[config.mk]
export PLATFORM = sky130hd
export DESIGN_NAME = rca_operand_feeder
export DESIGN_NICKNAME = d
export VERILOG_FILES = /design/src/rtl/rca_operand_feeder_pkg.sv /design/src/rtl/rca_beat_assembler.sv /design/src/rtl/rca_operand_feeder.sv
export SDC_FILE = /design/constraint.sdc
export NUM_CORES = 1
export LEC_CHECK = 0
export BUFFER_PORTS_ARGS = -buffer_cell sky130_fd_sc_hd__buf_2
export CAP_MARGIN = 20
export CORE_ASPECT_RATIO = 0.7
export CORE_MARGIN = 2
export CORE_UTILIZATION = 44
export DETAILED_ROUTE_END_ITERATION = 8
export HOLD_SLACK_MARGIN = 0.12
export PLACE_DENSITY = 0.72
export SLEW_MARGIN = 10
export SYNTH_ARGS = -nofsm -noshare
export SYNTH_HDL_FRONTEND = slang
export SYNTH_SLANG_ARGS = --single-unit
export TNS_END_PERCENT = 1
[constraint.sdc]
create_clock -name clk -period 1.7 [get_ports clk]
set_input_delay 0.51 -clock clk [delete_from_list [all_inputs] [get_ports clk]]
set_output_delay 0.51 -clock clk [all_outputs]
set_load 0.005 [all_outputs]
[src/rtl/rca_operand_feeder_pkg.sv]
// Shared definitions for the ripple-carry adder operand feeder: widths and FSM state encoding.
package rca_pkg;

  localparam int OPW    = 64;
  localparam int BEAT_W = 32;
  localparam int BEATS  = OPW / BEAT_W;

  typedef enum logic [1:0] {
    LOAD_A,
    LOAD_B,
    ADD,
    HOLD
  } feeder_state_t;

endpackage : rca_pkg

[src/rtl/rca_beat_assembler.sv]
// Beat counter plus slice-write register: assembles BEATS narrow beats, least-significant first,
// into one OPW-wide word. Slices are overwritten in place, so untouched slices keep old contents.
module rca_beat_assembler
  import rca_pkg::*;
#(
  parameter int OPW    = rca_pkg::OPW,
  parameter int BEAT_W = rca_pkg::BEAT_W
) (
  input  logic              clk,
  input  logic              rst_n,
  input  logic              load_en_i,
  input  logic [BEAT_W-1:0] beat_i,
  output logic [OPW-1:0]    data_o,
  output logic              last_o
);

  localparam int NBEATS = OPW / BEAT_W;
  localparam int CNT_W  = (NBEATS > 1) ? $clog2(NBEATS) : 1;

  logic [CNT_W-1:0] cnt_q, cnt_d;
  logic [OPW-1:0]   data_q, data_d;

  assign last_o = (cnt_q == CNT_W'(NBEATS - 1));
  assign data_o = data_q;

  always_comb begin
    cnt_d  = cnt_q;
    data_d = data_q;
    if (load_en_i) begin
      data_d[cnt_q*BEAT_W +: BEAT_W] = beat_i;
      cnt_d = last_o ? '0 : cnt_q + CNT_W'(1);
    end
  end

  always_ff @(posedge clk or negedge rst_n) begin
    if (!rst_n) begin
      cnt_q  <= '0;
      data_q <= '0;
    end else begin
      cnt_q  <= cnt_d;
      data_q <= data_d;
    end
  end

endmodule : rca_beat_assembler

[src/rtl/rca_operand_feeder.sv]
// Operand feeder for the external 64-bit ripple-carry adder: assembles a/b from beats, allows one
// settle cycle, captures sum/cout into a handshaked result buffer. Optional macro RCA_FEEDER_OVF_EN
// adds a registered signed-overflow flag res_ovf.
module rca_operand_feeder
  import rca_pkg::*;
#(
  parameter int OPW    = rca_pkg::OPW,
  parameter int BEAT_W = rca_pkg::BEAT_W
) (
  input  logic              clk,
  input  logic              rst_n,
  input  logic              in_valid,
  output logic              in_ready,
  input  logic [BEAT_W-1:0] in_data,
  input  logic              in_cin,
  output logic [OPW-1:0]    a_o,
  output logic [OPW-1:0]    b_o,
  output logic              cin_o,
  input  logic [OPW-1:0]    sum_i,
  input  logic              cout_i,
  output logic              res_valid,
  input  logic              res_ready,
  output logic [OPW-1:0]    res_sum,
  output logic              res_cout
`ifdef RCA_FEEDER_OVF_EN
  ,
  output logic              res_ovf
`endif
);

  generate
    if ((OPW % BEAT_W) != 0) begin : g_bad_beat_w
      $error("rca_operand_feeder: OPW must be a multiple of BEAT_W");
    end
  endgenerate

  feeder_state_t  state_q;
  logic           in_ready_q;
  logic           res_valid_q;
  logic [OPW-1:0] res_sum_q;
  logic           res_cout_q;
  logic           cin_q;
  logic           a_first_q;

  logic           accept;
  logic           load_a, load_b;
  logic           a_last, b_last;
  logic [OPW-1:0] a_q, b_q;

  // in_ready is masked by reset so no beat can be seen as accepted while rst_n is low.
  assign in_ready = rst_n & in_ready_q;
  assign accept   = in_valid & in_ready_q;
  assign load_a   = accept & (state_q == LOAD_A);
  assign load_b   = accept & (state_q == LOAD_B);

  rca_beat_assembler #(.OPW(OPW), .BEAT_W(BEAT_W)) u_asm_a (
    .clk       (clk),
    .rst_n     (rst_n),
    .load_en_i (load_a),
    .beat_i    (in_data),
    .data_o    (a_q),
    .last_o    (a_last)
  );

  rca_beat_assembler #(.OPW(OPW), .BEAT_W(BEAT_W)) u_asm_b (
    .clk       (clk),
    .rst_n     (rst_n),
    .load_en_i (load_b),
    .beat_i    (in_data),
    .data_o    (b_q),
    .last_o    (b_last)
  );

  always_ff @(posedge clk or negedge rst_n) begin
    if (!rst_n) begin
      state_q     <= LOAD_A;
      in_ready_q  <= 1'b1;
      res_valid_q <= 1'b0;
      res_sum_q   <= '0;
      res_cout_q  <= 1'b0;
      cin_q       <= 1'b0;
      a_first_q   <= 1'b1;
    end else begin
      case (state_q)
        LOAD_A: begin
          if (load_a) begin
            if (a_first_q) cin_q <= in_cin;
            a_first_q <= a_last;
            if (a_last) state_q <= LOAD_B;
          end
        end
        LOAD_B: begin
          if (load_b && b_last) begin
            state_q    <= ADD;
            in_ready_q <= 1'b0;
          end
        end
        ADD: begin
          res_sum_q   <= sum_i;
          res_cout_q  <= cout_i;
          res_valid_q <= 1'b1;
          state_q     <= HOLD;
        end
        HOLD: begin
          if (res_ready) begin
            res_valid_q <= 1'b0;
            in_ready_q  <= 1'b1;
            state_q     <= LOAD_A;
          end
        end
        default: state_q <= LOAD_A;
      endcase
    end
  end

  assign a_o       = a_q;
  assign b_o       = b_q;
  assign cin_o     = cin_q;
  assign res_valid = res_valid_q;
  assign res_sum   = res_sum_q;
  assign res_cout  = res_cout_q;

`ifdef RCA_FEEDER_OVF_EN
  logic res_ovf_q;

  // Signed overflow: operands share a sign that the sum does not.
  always_ff @(posedge clk or negedge rst_n) begin
    if (!rst_n) begin
      res_ovf_q <= 1'b0;
    end else if (state_q == ADD) begin
      res_ovf_q <= (a_q[OPW-1] == b_q[OPW-1]) && (sum_i[OPW-1] != a_q[OPW-1]);
    end
  end

  assign res_ovf = res_ovf_q;
`else
  // Overflow flag not built in this configuration.
`endif

endmodule : rca_operand_feeder

==> run metrics <==
outcome=finished with violations; failing checks=setup timing; final cell count without fillers=1015; worst-case headroom to the max-slew limit=0.637; main flop type after synthesis=dfrtp_1; combinational family with the most area after synthesis=multiplexers; clock buffer depth=3; share of cells above drive strength 1=0.715; Core Footprint=0.0173 mm²; Synth Area in Adders=0.00796; Clock power frac=0.471; WS Path Type=reg -> out; Routed wire per std cell=17.7 µm; end of the worst register-to-register path=state_q[1]; die width=164 µm; slowest CP cell=dfstp_2; Sequential Power Share=0.502; GR Util All Layers=0.185; top post-synthesis cells by area=dfrtp_1 (63%), mux2_2 (19%), mux2_4 (11%), buf_6 (0.86%), ha_1 (0.80%); Worst Path Max Fanout=2; Post-synth EDFFs=0; simple-gate share of the synthesized area=0.0135; WP data required=1.19 ns; worst setup margin=-0.0466 ns; max-slew violation count=0; Iter 0 DRT Violations=190; H-tree Lvls=1; switch share=0.202; Worst Hold Class=in -> async; dpl cells=977; final period utilization=1.03; TritonCTS clock tree=yes; post-synthesis cell type count=25; clock slew at reported path FFs=0.06 ns; Synth Net Count=557; Vias=4883; most frequent cell after synthesis=dfrtp_1; DRT Wirelength=17.9 mm; final hold vios=0; initial antenna violation count=1; most frequent cells after synthesis=dfrtp_1 (199), mux2_2 (136), mux2_4 (58); Final min period=1.75 ns; CP peak stage delay=0.53 ns; Synth Area in Compound Gates=0.00366; grt ovf=0; Seq/Total Area, Yosys=0.640; Post-Synthesis Cells=450; element type at the critical path start=flop; worst-path cell chain=and2_4 > buf_6; Comb pwr share=0.027; Fmax=0.573 GHz; Pwr Density=910 mW/mm²; vias in the first global route=5183; RSZ-0062 raised after global routing=yes; first-pass GRT wire length=27.8 mm; # clock sinks=201; cell area after layout=0.0105 mm²; Switch Pwr=1.92 mW; maximum VDD drop=0.000704 V; Antenna Nets Post-Route=0; YS warnings=0; cts hold-fix bufs=0; CP Launch Point=in_ready_q; Initial DRT Pass Iterations=4; Mapped Area=0.00786 mm²; Pleak=6.26 nW; clock root buffer=clkbuf_16; largest net degree at the start of global routing=106; Pint=7.61 mW; Die Span Y=116 µm; hpwl dp=12.9 mm; Setup violations, final=2; Yosys top cell area share=0.633; placed cell area=0.00974 mm²; Arr. time, crit path=1.24 ns; post-synthesis mux area share=0.308; Setup Skew=0.00627 ns; full die area=0.0190 mm²; XOR/XNOR Fraction of Synth Area=0; Synth area leader=dfrtp_1; Worst R2R Path Depth=6; I/O Buffers=297; Starting Density=0.454; DRC Markers=0; Synth Register Bits=201; Max Cap Viol=0; reg2reg start=state_q[1]; Setup WS pre-CTS=-0.0729 ns; Setup TNS=-0.0666 ns; routed vias/inst=4.81; area delta synth->final=33.3%; Async SR Flop Fraction=1.00; Row Count=40; Worst-Margin Slew=0.544 ns; total clock buffers created by CTS=20; nets=877; gpl congestion=0.773; Worst R2R Setup Slack=-0.02 ns; Mean Syn Cell Area=17.5 µm²; IO Pins=298; Critical Path Sink Type=output port; clock latency at the later pin of the worst-skew pair=0.48 ns
[power groups by stage]
stage | Clock, mW | Sequential [mW] | Combinational [mW]
global placement | 0 | 4.87 | 0.256
floorplan | 0 | 4.87 | 0.0111
finish | 4.49 | 4.78 | 0.261
global route | 4.84 | 4.78 | 0.298
detailed placement | 0 | 4.87 | 0.269
CTS | 4.61 | 4.78 | 0.271
[metal layers]
| metal | GRT usage | part of all wire | vias to the layer above |
|---|---|---|---|
| met5 | 0 | 0 | - |
| met4 | 0.0643 | 0.029 | 0 |
| met3 | 0.0401 | 0.063 | 37 |
| met2 | 0.310 | 0.49 | 174 |
| met1 | 0.241 | 0.42 | 2447 |
| li1 | - | - | 2225 |
[kinds of logic (layout without fill, tap and decap cells)]
family,after synthesis,after routing
DFF,201,201
AOI/OAI and AO/OA,4,4
buffers and inverters,26,359
muxes,196,196
and+or+nand+nor,18,18
adders and majority gates,5,5
other,0,1
[metrics by stage]
stage | utilization | hold slack, ns | power [mW]
finish | 0.605 | 0.108 | 9.54
detailed placement | 0.563 | 0.459 | 5.14
floorplan | - | 0.214 | 4.88
CTS | 0.603 | 0.124 | 9.66
global placement | 0.563 | 0.451 | 5.13
global route | 0.605 | 0.136 | 9.92
[final cells by class]
type                       count  area (µm²)
clock buffer                  28         592
tap                          231         289
multi-input combinational    223        2660
inverter                       3        11.3
sequential                   201        5030
fill                        1326        6830
clock inverter                 7        87.6
antenna                        1        2.50
timing repair buffer         321        1810
[critical path, delay by kind of cell (launching register included)]
family                 cells  cell delay, ns
DFF                        1            0.53
and+or+nand+nor            1            0.13
buffers and inverters      1            0.09
[worst max-delay path by stage]
stage / slack, ns / end / depth (start not counted)
final: -0.05 / in_ready / 2
after CTS: -0.08 / in_ready / 2
after global placement: -0.03 / u_asm_b.data_o[13] / 5
after global routing: -0.10 / state_q[0] / 7
after floorplan: 0.004 / u_asm_a.data_o[10] / 7
after detailed placement: -0.07 / u_asm_b.data_o[9] / 6
[placed cells by master (no fill, tap or decap), types with 3 or more instances in the layout]
cell,netlist,final
buf_12,3,10
buf_2,10,295
buf_4,1,13
clkbuf_1,1,3
clkbuf_16,0,21
clkbuf_8,0,5
clkinv_2,0,4
dfrtp_1,199,198
mux2_2,136,136
mux2_4,58,58
nand2_1,7,7
[state kept, by name (all words and copies together), names as in the netlist]
signal / cells
res_sum: 64
u_asm_a.data_o: 64
u_asm_b.data_o: 64
state_q: 2
a_first_q: 1
cin_o: 1
in_ready_q: 1
res_cout: 1
res_valid: 1
u_asm_a.last_o: 1
u_asm_b.last_o: 1
[what timing repair did]
| action | CTS | global route |
|---|---|---|
| setup endpoints to repair | 85 | 130 |
| gates resized for setup | 3 | 8 |
| pin swaps | 0 | 2 |
| cloned | 0 | 0 |
| setup buffers | 1 | 1 |
Power figures use the tool's default switching activity.
